--- src/rtl/decode_nw.sv ---
// decode_nw - superscalar decode stage with an in-order record queue.
//
// Up to WIDTH fetched RV32I instructions per cycle are decoded in parallel
// into decode_data records and pushed into a DEPTH-entry circular queue.
// Rename drains the queue in program order, up to WIDTH records per cycle.
//
// Parameters
//   WIDTH      lanes per bundle in and out (1..4)
//   DEPTH      queue entries, power of two, >= 2*WIDTH
//
// Ports
//   clk        clock
//   reset      synchronous active-high reset
//   instr      fetched instructions, lane i at [32*i +: 32]
//   pc_in      PC of lane 0 (lane i is pc_in + 4*i)
//   valid_in   contiguous lane mask starting at lane 0
//   ready_in   queue has room for a full bundle
//   valid_out  slot i holds a record
//   data_out   decoded records, slot 0 is the oldest
//   deq_cnt    records consumed by rename this cycle
//   flush      discard every buffered record
//   count      queue occupancy
//
// Build option
//   DECODE_BYPASS_EN  when defined, an empty queue forwards the incoming
//                     decoded lanes to the outputs in the same cycle.

package types_pkg;

  typedef struct packed {
    logic [4:0]  rs1;
    logic [4:0]  rs2;
    logic [4:0]  rd;
    logic [6:0]  Opcode;
    logic [31:0] imm;
    logic [2:0]  ALUOp;
    logic [31:0] pc;
    logic        fu_alu;
    logic        fu_mem;
  } decode_data;

endpackage

module decode_nw
  import types_pkg::*;
#(
  parameter int WIDTH = 2,
  parameter int DEPTH = 8
) (
  input  logic                           clk,
  input  logic                           reset,
  input  logic [32*WIDTH-1:0]            instr,
  input  logic [31:0]                    pc_in,
  input  logic [WIDTH-1:0]               valid_in,
  output logic                           ready_in,
  output logic [WIDTH-1:0]               valid_out,
  output decode_data [WIDTH-1:0]         data_out,
  input  logic [$clog2(WIDTH+1)-1:0]     deq_cnt,
  input  logic                           flush,
  output logic [$clog2(DEPTH+1)-1:0]     count
);

  localparam int PTR_W = $clog2(DEPTH);
  localparam int CNT_W = $clog2(DEPTH+1);

  localparam logic [6:0] OP_LOAD   = 7'b0000011;
  localparam logic [6:0] OP_STORE  = 7'b0100011;
  localparam logic [6:0] OP_BRANCH = 7'b1100011;
  localparam logic [6:0] OP_REG    = 7'b0110011;
  localparam logic [6:0] OP_IMM    = 7'b0010011;
  localparam logic [6:0] OP_LUI    = 7'b0110111;
  localparam logic [6:0] OP_AUIPC  = 7'b0010111;
  localparam logic [6:0] OP_JALR   = 7'b1100111;
  localparam logic [6:0] OP_JAL    = 7'b1101111;

  // Decode one instruction. Fields a format does not use stay zero, and an
  // unknown opcode yields a record carrying only pc and Opcode so rename can
  // recognise it by fu_alu = fu_mem = 0.
  function automatic decode_data decode_lane(input logic [31:0] ins,
                                             input logic [31:0] pc);
    decode_data d;
    logic [31:0] imm_i, imm_s, imm_b, imm_u, imm_j;
    imm_i = {{20{ins[31]}}, ins[31:20]};
    imm_s = {{20{ins[31]}}, ins[31:25], ins[11:7]};
    imm_b = {{19{ins[31]}}, ins[31], ins[7], ins[30:25], ins[11:8], 1'b0};
    imm_u = {ins[31:12], 12'b0};
    imm_j = {{11{ins[31]}}, ins[31], ins[19:12], ins[20], ins[30:21], 1'b0};
    d        = '0;
    d.pc     = pc;
    d.Opcode = ins[6:0];
    case (ins[6:0])
      OP_LOAD: begin
        d.rs1 = ins[19:15]; d.rd = ins[11:7]; d.imm = imm_i;
        d.ALUOp = 3'b000; d.fu_alu = 1'b1; d.fu_mem = 1'b1;
      end
      OP_STORE: begin
        d.rs1 = ins[19:15]; d.rs2 = ins[24:20]; d.imm = imm_s;
        d.ALUOp = 3'b000; d.fu_alu = 1'b1; d.fu_mem = 1'b1;
      end
      OP_BRANCH: begin
        d.rs1 = ins[19:15]; d.rs2 = ins[24:20]; d.imm = imm_b;
        d.ALUOp = 3'b001; d.fu_alu = 1'b1;
      end
      OP_REG: begin
        d.rs1 = ins[19:15]; d.rs2 = ins[24:20]; d.rd = ins[11:7];
        d.ALUOp = 3'b010; d.fu_alu = 1'b1;
      end
      OP_IMM: begin
        d.rs1 = ins[19:15]; d.rd = ins[11:7]; d.imm = imm_i;
        d.ALUOp = 3'b011; d.fu_alu = 1'b1;
      end
      OP_LUI: begin
        d.rd = ins[11:7]; d.imm = imm_u;
        d.ALUOp = 3'b100; d.fu_alu = 1'b1;
      end
      OP_AUIPC: begin
        d.rd = ins[11:7]; d.imm = imm_u;
        d.ALUOp = 3'b101; d.fu_alu = 1'b1;
      end
      OP_JALR: begin
        d.rs1 = ins[19:15]; d.rd = ins[11:7]; d.imm = imm_i;
        d.ALUOp = 3'b110; d.fu_alu = 1'b1;
      end
      OP_JAL: begin
        d.rd = ins[11:7]; d.imm = imm_j;
        d.ALUOp = 3'b111; d.fu_alu = 1'b1;
      end
      default: ;
    endcase
    return d;
  endfunction

  decode_data             mem [DEPTH];
  decode_data             dec [WIDTH];
  logic [PTR_W-1:0]       rd_ptr, wr_ptr;
  logic [CNT_W-1:0]       count_q;
  logic [CNT_W-1:0]       n_valid;
  logic [CNT_W-1:0]       deq_ext;
  logic [CNT_W-1:0]       deq_q;
  logic [CNT_W-1:0]       skip;
  logic [CNT_W-1:0]       enq_n;
  logic                   enq_acc;
  logic [PTR_W-1:0]       wr_idx [WIDTH];
  logic                   we     [WIDTH];
`ifdef DECODE_BYPASS_EN
  logic                   bypass_act;
`endif

  assign count = count_q;

  always_comb begin
    for (int i = 0; i < WIDTH; i++) begin
      dec[i] = decode_lane(instr[32*i +: 32], pc_in + 32'(4*i));
    end
  end

  // valid_in is contiguous, so its popcount is also the number of lanes
  // from lane 0 that carry an instruction.
  always_comb begin
    n_valid = '0;
    for (int i = 0; i < WIDTH; i++) begin
      n_valid = n_valid + CNT_W'(valid_in[i]);
    end
  end

  // Room is judged on the registered occupancy only, so a bundle is never
  // accepted on the promise of a same-cycle dequeue.
  assign ready_in = (count_q <= CNT_W'(DEPTH - WIDTH));
  assign enq_acc  = ready_in && (valid_in != '0);
  assign deq_ext  = CNT_W'(deq_cnt);
  assign deq_q    = (deq_ext < count_q) ? deq_ext : count_q;

  // With bypass, rename may take the first lanes of a bundle straight from
  // the decoders while the queue is empty; only the rest are written.
`ifdef DECODE_BYPASS_EN
  assign bypass_act = (count_q == '0) && !flush && !reset;
  always_comb begin
    skip = '0;
    if (bypass_act && ready_in) begin
      skip = (deq_ext < n_valid) ? deq_ext : n_valid;
    end
  end
`else
  assign skip = '0;
`endif

  assign enq_n = enq_acc ? (n_valid - skip) : '0;

  always_comb begin
    for (int i = 0; i < WIDTH; i++) begin
      wr_idx[i] = wr_ptr + PTR_W'(CNT_W'(i) - skip);
      we[i]     = enq_acc && valid_in[i] && (CNT_W'(i) >= skip);
    end
  end

  // Queue storage carries no reset: stale entries are never visible because
  // the outputs are masked by occupancy.
  always_ff @(posedge clk) begin
    for (int i = 0; i < WIDTH; i++) begin
      if (we[i]) begin
        mem[wr_idx[i]] <= dec[i];
      end
    end
  end

  // Flush and reset share one path and win over any enqueue or dequeue.
  always_ff @(posedge clk) begin
    if (reset || flush) begin
      rd_ptr  <= '0;
      wr_ptr  <= '0;
      count_q <= '0;
    end else begin
      rd_ptr  <= rd_ptr + deq_q[PTR_W-1:0];
      wr_ptr  <= wr_ptr + enq_n[PTR_W-1:0];
      count_q <= count_q + enq_n - deq_q;
    end
  end

  always_comb begin
    for (int i = 0; i < WIDTH; i++) begin
      valid_out[i] = (count_q > CNT_W'(i));
      data_out[i]  = valid_out[i] ? mem[rd_ptr + PTR_W'(i)] : '0;
`ifdef DECODE_BYPASS_EN
      if (bypass_act) begin
        valid_out[i] = valid_in[i] & ready_in;
        data_out[i]  = valid_out[i] ? dec[i] : '0;
      end
`endif
    end
  end

endmodule

--- config.mk ---
export PLATFORM = sky130hd
export DESIGN_NAME = decode_nw
export DESIGN_NICKNAME = d
export VERILOG_FILES = /design/src/rtl/decode_nw.sv
export SDC_FILE = /design/constraint.sdc
export NUM_CORES = 2
export LEC_CHECK = 0
export ABC_AREA = 0
export ABC_CLOCK_PERIOD_IN_PS = 32500
export BUFFER_PORTS_ARGS = -buffer_cell sky130_fd_sc_hd__buf_2
export CAP_MARGIN = 20
export CELL_PAD_IN_SITES_DETAIL_PLACEMENT = 0
export CELL_PAD_IN_SITES_GLOBAL_PLACEMENT = 1
export CORE_AREA = 2 2 288 290
export DETAILED_ROUTE_END_ITERATION = 12
export DIE_AREA = 0 0 290 292
export GPL_ROUTABILITY_DRIVEN = 1
export PLACE_DENSITY = 0.91
export SYNTH_ARGS = -nofsm -noshare
export SYNTH_HDL_FRONTEND = slang
export SYNTH_SLANG_ARGS = --single-unit
--- constraint.sdc ---
create_clock -name clk -period 32.5 [get_ports clk]
set_input_delay 9.75 -clock clk [delete_from_list [all_inputs] [get_ports clk]]
set_output_delay 9.75 -clock clk [all_outputs]
set_load 0.05 [all_outputs]
## Word-level counts from Yosys, hierarchy flattened

Memories as Yosys holds them, arrays and structs flattened. A register that Yosys moved wholly into a read port is not among the register bits.
Cells that the tools add are included.

- Register bits after elaboration: 10
- Logic and storage cells: 76
- Bits in writable memories: 728
- ROM bits: 0
- Memories: 1
- Latch bits: 0

Memory list:

| name | words | bits a word | read ports | clocked after memory_dff | write ports | RTL line | source |
|---|---|---|---|---|---|---|---|
| mem | 8 | 91 | 2 | 1 | 2 | 133 | `decode_data mem [DEPTH];` |

- Bitwise operators: 0
- Multipliers: 0
- Reductions and logical operators: 19
- Shifts and indexed selects: 0
- Mux-type cells: 23
- Order comparisons: 4
- Eq/ne operators: 18
- Add/sub/neg operators: 8
- Div/mod/pow operators: 0

Operators by type and width:

| operator | number |
|---|---|
| $pmux W32 S5 | 2 |
| $mux W91 | 2 |
| $eq A7 B6 Y1 const B | 6 |
| $eq A7 B7 Y1 const B | 6 |
| $pmux W3 S7 | 2 |
| $add A32 B3 Y32 const B | 1 |
| $mux W5 | 6 |
| $eq A7 B5 Y1 const B | 4 |
| $reduce_or A9 Y1 | 2 |
| $eq A7 B2 Y1 const B | 2 |
| $reduce_or A7 Y1 | 2 |
| $reduce_or A3 Y1 | 4 |
| $reduce_or A6 Y1 | 2 |
| $gt A4 B1 Y1 const B | 2 |
| $mux W1 | 8 |
| $reduce_or A2 Y1 | 4 |
| $add A3 B1 Y3 const B | 2 |
| $add A4 B2 Y4 | 1 |
| $le A4 B3 Y1 const B | 1 |
| $lt A2 B4 Y1 | 1 |
| $mux W4 | 1 |
| $sub A4 B4 Y4 | 1 |
| $add A3 B2 Y3 | 1 |
| $add A3 B3 Y3 | 1 |
| other kinds (6) | 8 |

## Longest topological paths before layout

- Depth after elaboration: 5
- Depth in mapped cells: 13
- Depth with buffers taken out: 13

## Least setup slack after synthesis

No wires, ideal clock.

- Path kind: input to register
- From: input port valid_in[1]
- To: memory mem[0][0] in the netlist's numbering (enable)
- Cell stages on the path: 7
- Required time: 31,825 ps
- Path slack: 14,069 ps
- Arrival: 17,756 ps
- Path buffers: 2
- Cells stage by stage: clkbuf_1 inv_2 ha_1 a311o_1 buf_6 or3_1 o31ai_1

RTL lines:

| item | RTL line | source |
|---|---|---|
| from (decl) | 54 | `input logic [WIDTH-1:0] valid_in,` |
| to (decl) | 133 |  |

==> metrics.csv <==
metric,value,unit
vias_in_the_first_global_route,31993,
tns,0,ps
wl_met1,47.7,mm
power.density_cell_area,76.9,nW/um^2
netSwitchingFraction,0.429,
timing.clock.skew,33.5,ps
tightestPinTransition,1260,ps
status,finished clean,
layout-drive-gt1-share,0.236,
place_area,46000,sq um
regArea,22100,sq um
synthToLayoutAreaGrowth,11.1,%
numPlacedInstances,4721,
top_level_ports,292,
cp_max_fo,59,
worstSetupStartpointType,flop,
worst_setup_path_category,flop to primary output,
fillCellCount,6343,
met2_length,67.1,mm
synth_top_cell_area_share,0.499,
die_h,292,microns
postCtsHoldBufs,0,
portion_of_the_post_synthesis_area_used_by_sequential_elements,0.503,
yosys_most_used_dff,sky130_fd_sc_hd__edfxtp_1,
met3WireLength,17.0,mm
seqPwrFrac,0.308,
synth_enable_flop_cells,728,
routed_antenna_nets,0,
clk_pin_slew_worst_paths,60,ps
largest_family_of_logic_cells_by_synthesized_area,multiplexers,
ys_ff_latch,738,
final_max_slew_viol_count,0,
synth.area.top_cells,"sky130_fd_sc_hd__edfxtp_1, sky130_fd_sc_hd__mux4_2, sky130_fd_sc_hd__nand2_1",
initial_utilization,0.537,
maxUsedRoutingLayer,met5,
synthesis.area,43800,sq um
synth_mux_area_frac,0.225,
yosysWarningCount,0,
final.period_utilization,0.470,
critPathArrivalTime,5530,ps
numCtsBuffers,80,
finalHoldWorstSlack,638,ps
worst-r2r-setup-slack,27740,ps
post_synth_fa_ha_maj_area_fraction,0.00622,
synthesis.instances,3643,
clock_insertion_delay_worst_skew,650,ps
design.final.nets,3860,
route.detailed.wl_per_inst,28.5,microns
power.static_leakage,16.6,nW
post_cts_resized,0,
library_cell_used_as_clock_root_buffer,sky130_fd_sc_hd__clkbuf_16,
drt_first_pass_iters,6,
number_of_antenna_violations_at_the_first_check_in_global_routing,26,
rsz0062_at_grt,no,
clock_tree.buffer_depth,3,
final-instance-count-excl-fill,4874,
cts_tree,yes,
fp.dieW,290,microns
synth-async-reset-ratio,0,
drt-vias-per-instance,6.63,
grt_first_pass_wirelength,205,mm
drc,0,
power.clock.fraction,0.249,
drv.max_cap_violation_count,0,
die_area,84700,sq um
max_clock_freq,65.5,MHz
synth-xor-area-share,0.0487,
grt_ovf,0,
place.detailed.hpwl,83.4,mm
detailedRoute.firstIterationViolations,4080,
yosys.area.top_type,sky130_fd_sc_hd__edfxtp_1,
switching_power,1.60,mW
cell_count_of_the_worst_hold_path,2,
power.internal,2.14,mW
global_route.usage.total,0.326,
min-delay-path-class,flop to flop,
num_vias,32292,
finalHoldViolations,0,
synth-compound-area-share,0.0680,
fp-row-count,105,
core_area,81600,sq um
buffer_ports.inserted,291,
post_cts_buffers,0,
slew_headroom,0.160,
largest_net_degree_at_the_start_of_global_routing,147,
crit_path_end_kind,primary output,
timing.final.crit_period,15280,ps
multi_input_area,20400,sq um
synth.lib_cells_used.distinct,66,
synth.net_count,3766,
yosys.area_share.simple,0.113,
fin_area,48700,sq um
post_synth.cell_area_avg,12.0,sq um
final-setup-viol-count,0,
timing.critical_path.required,22750,ps
gpl.final_weighted_congestion,0.887,
route.final.wire_length,139,mm
ctsHtreeMaxLevel,3,
reg2regPathDepth,7,
clkSinkCount,738,
maximum_vdd_drop,0.0947,mV
share_comb_of_total_power,0.443,
## sequential cells by signal (all words and copies together), names as in the netlist
register  cells
wr_ptr        3
rd_ptr        3
count         4
mem         728
## worst max-delay path, stage by stage, from the launching register on
cell and delay (ps):
sky130_fd_sc_hd__dfxtp_4 880, sky130_fd_sc_hd__ha_4 840, sky130_fd_sc_hd__buf_4 840, sky130_fd_sc_hd__buf_4 920
sky130_fd_sc_hd__mux4_2 380, sky130_fd_sc_hd__nand2_1 50, sky130_fd_sc_hd__a21oi_1 430, sky130_fd_sc_hd__buf_2 360
## synth_stat cells (all sizes together) (2+ instances only)
master,count
mux2i,164
xor2,69
a311o,2
edfxtp,728
and3,6
a22oi,4
inv,31
o21ai,235
buf,129
or2,5
o31ai,3
nor3b,2
a221o,4
a31oi,10
clkbuf,223
mux2,2
mux4,364
or3,9
a21oi,273
xnor2,173
a21boi,3
nand2b,10
nand4,14
nor3,33
nand2,614
dfxtp,10
nand4b,2
nand3b,3
nand3,134
o21bai,2
nor4,10
a21o,2
and3b,2
nor2,306
fa,3
and2,11
nor2b,4
ha,17
a22o,13
## cell families (layout without fill, tap and decap cells)
| group | count (synthesis) | after routing |
|---|---|---|
| and+or+nand+nor | 1168 | 1168 |
| DFF | 738 | 738 |
| AOI/OAI and AO/OA | 562 | 562 |
| muxes | 530 | 530 |
| buffers and inverters | 383 | 538 |
| xor gates and xnor gates | 242 | 242 |
| adders and majority gates | 20 | 20 |
| other | 0 | 6 |
## through the flow
stage	worst slack, ps	util	total power, mW
6_report	17220	0.597	3.74
5_1_grt	16890	0.597	3.85
4_1_cts	17130	0.596	3.75
3_5_place_dp	17780	0.564	2.82
3_3_place_gp	17840	0.563	2.80
2_1_floorplan	14070	-	2.39
## power by group through the flow
stage | clock (mW) | combinational (mW) | sequential [mW]
floorplan | 0 | 1.22 | 1.17
global placement | 0 | 1.64 | 1.17
detailed placement | 0 | 1.65 | 1.17
CTS | 0.935 | 1.66 | 1.15
global route | 0.969 | 1.73 | 1.16
finish | 0.933 | 1.66 | 1.15
## cell type report
| cell class | count | area share |
|---|---|---|
| Tap cell | 1070 | 0.0275 |
| Multi-Input combinational cell | 2522 | 0.420 |
| Sequential cell | 738 | 0.453 |
| Clock inverter | 43 | 0.00941 |
| Clock buffer | 100 | 0.0444 |
| Timing Repair Buffer | 364 | 0.0428 |
| Antenna cell | 6 | 0.000308 |
| Inverter | 31 | 0.00239 |
## layer usage
layer,global-route usage,vias to the layer above
met3,0.0722,441
met4,0.161,36
met1,0.411,15786
li1,-,13734
met2,0.535,2295
met5,0,-
## final timing paths
check	startpoint	to
min	wr_ptr[2]	wr_ptr[2]
max	rd_ptr[0]	data_out[181]
min reg2reg	wr_ptr[2]	wr_ptr[2]
max reg2reg	count[2]	mem[2][32]
## cell usage in the layout (no fill, tap or decap), types with 9 or more instances in the layout
master / Yosys / final
sky130_fd_sc_hd__and2_1: 11 / 11
sky130_fd_sc_hd__edfxtp_1: 728 / 728
sky130_fd_sc_hd__mux4_2: 364 / 364
sky130_fd_sc_hd__mux2i_1: 164 / 164
sky130_fd_sc_hd__nor2_1: 306 / 306
sky130_fd_sc_hd__clkinv_1: 0 / 14
sky130_fd_sc_hd__ha_1: 17 / 16
sky130_fd_sc_hd__nand3_1: 134 / 134
sky130_fd_sc_hd__o21ai_0: 233 / 227
sky130_fd_sc_hd__clkbuf_16: 0 / 84
sky130_fd_sc_hd__xnor2_1: 172 / 171
sky130_fd_sc_hd__nor3_1: 24 / 23
sky130_fd_sc_hd__bufinv_16: 0 / 9
sky130_fd_sc_hd__nand2_1: 613 / 613
sky130_fd_sc_hd__clkbuf_1: 223 / 16
sky130_fd_sc_hd__a22o_1: 13 / 13
sky130_fd_sc_hd__inv_1: 30 / 30
sky130_fd_sc_hd__clkinv_2: 0 / 12
sky130_fd_sc_hd__a21oi_1: 273 / 272
sky130_fd_sc_hd__a31oi_1: 10 / 10
sky130_fd_sc_hd__nand2b_1: 10 / 10
sky130_fd_sc_hd__nand4_1: 11 / 11
sky130_fd_sc_hd__buf_2: 56 / 292
sky130_fd_sc_hd__buf_4: 11 / 65
sky130_fd_sc_hd__xor2_1: 68 / 67
Note: power is estimated with default switching activity, not from simulation.
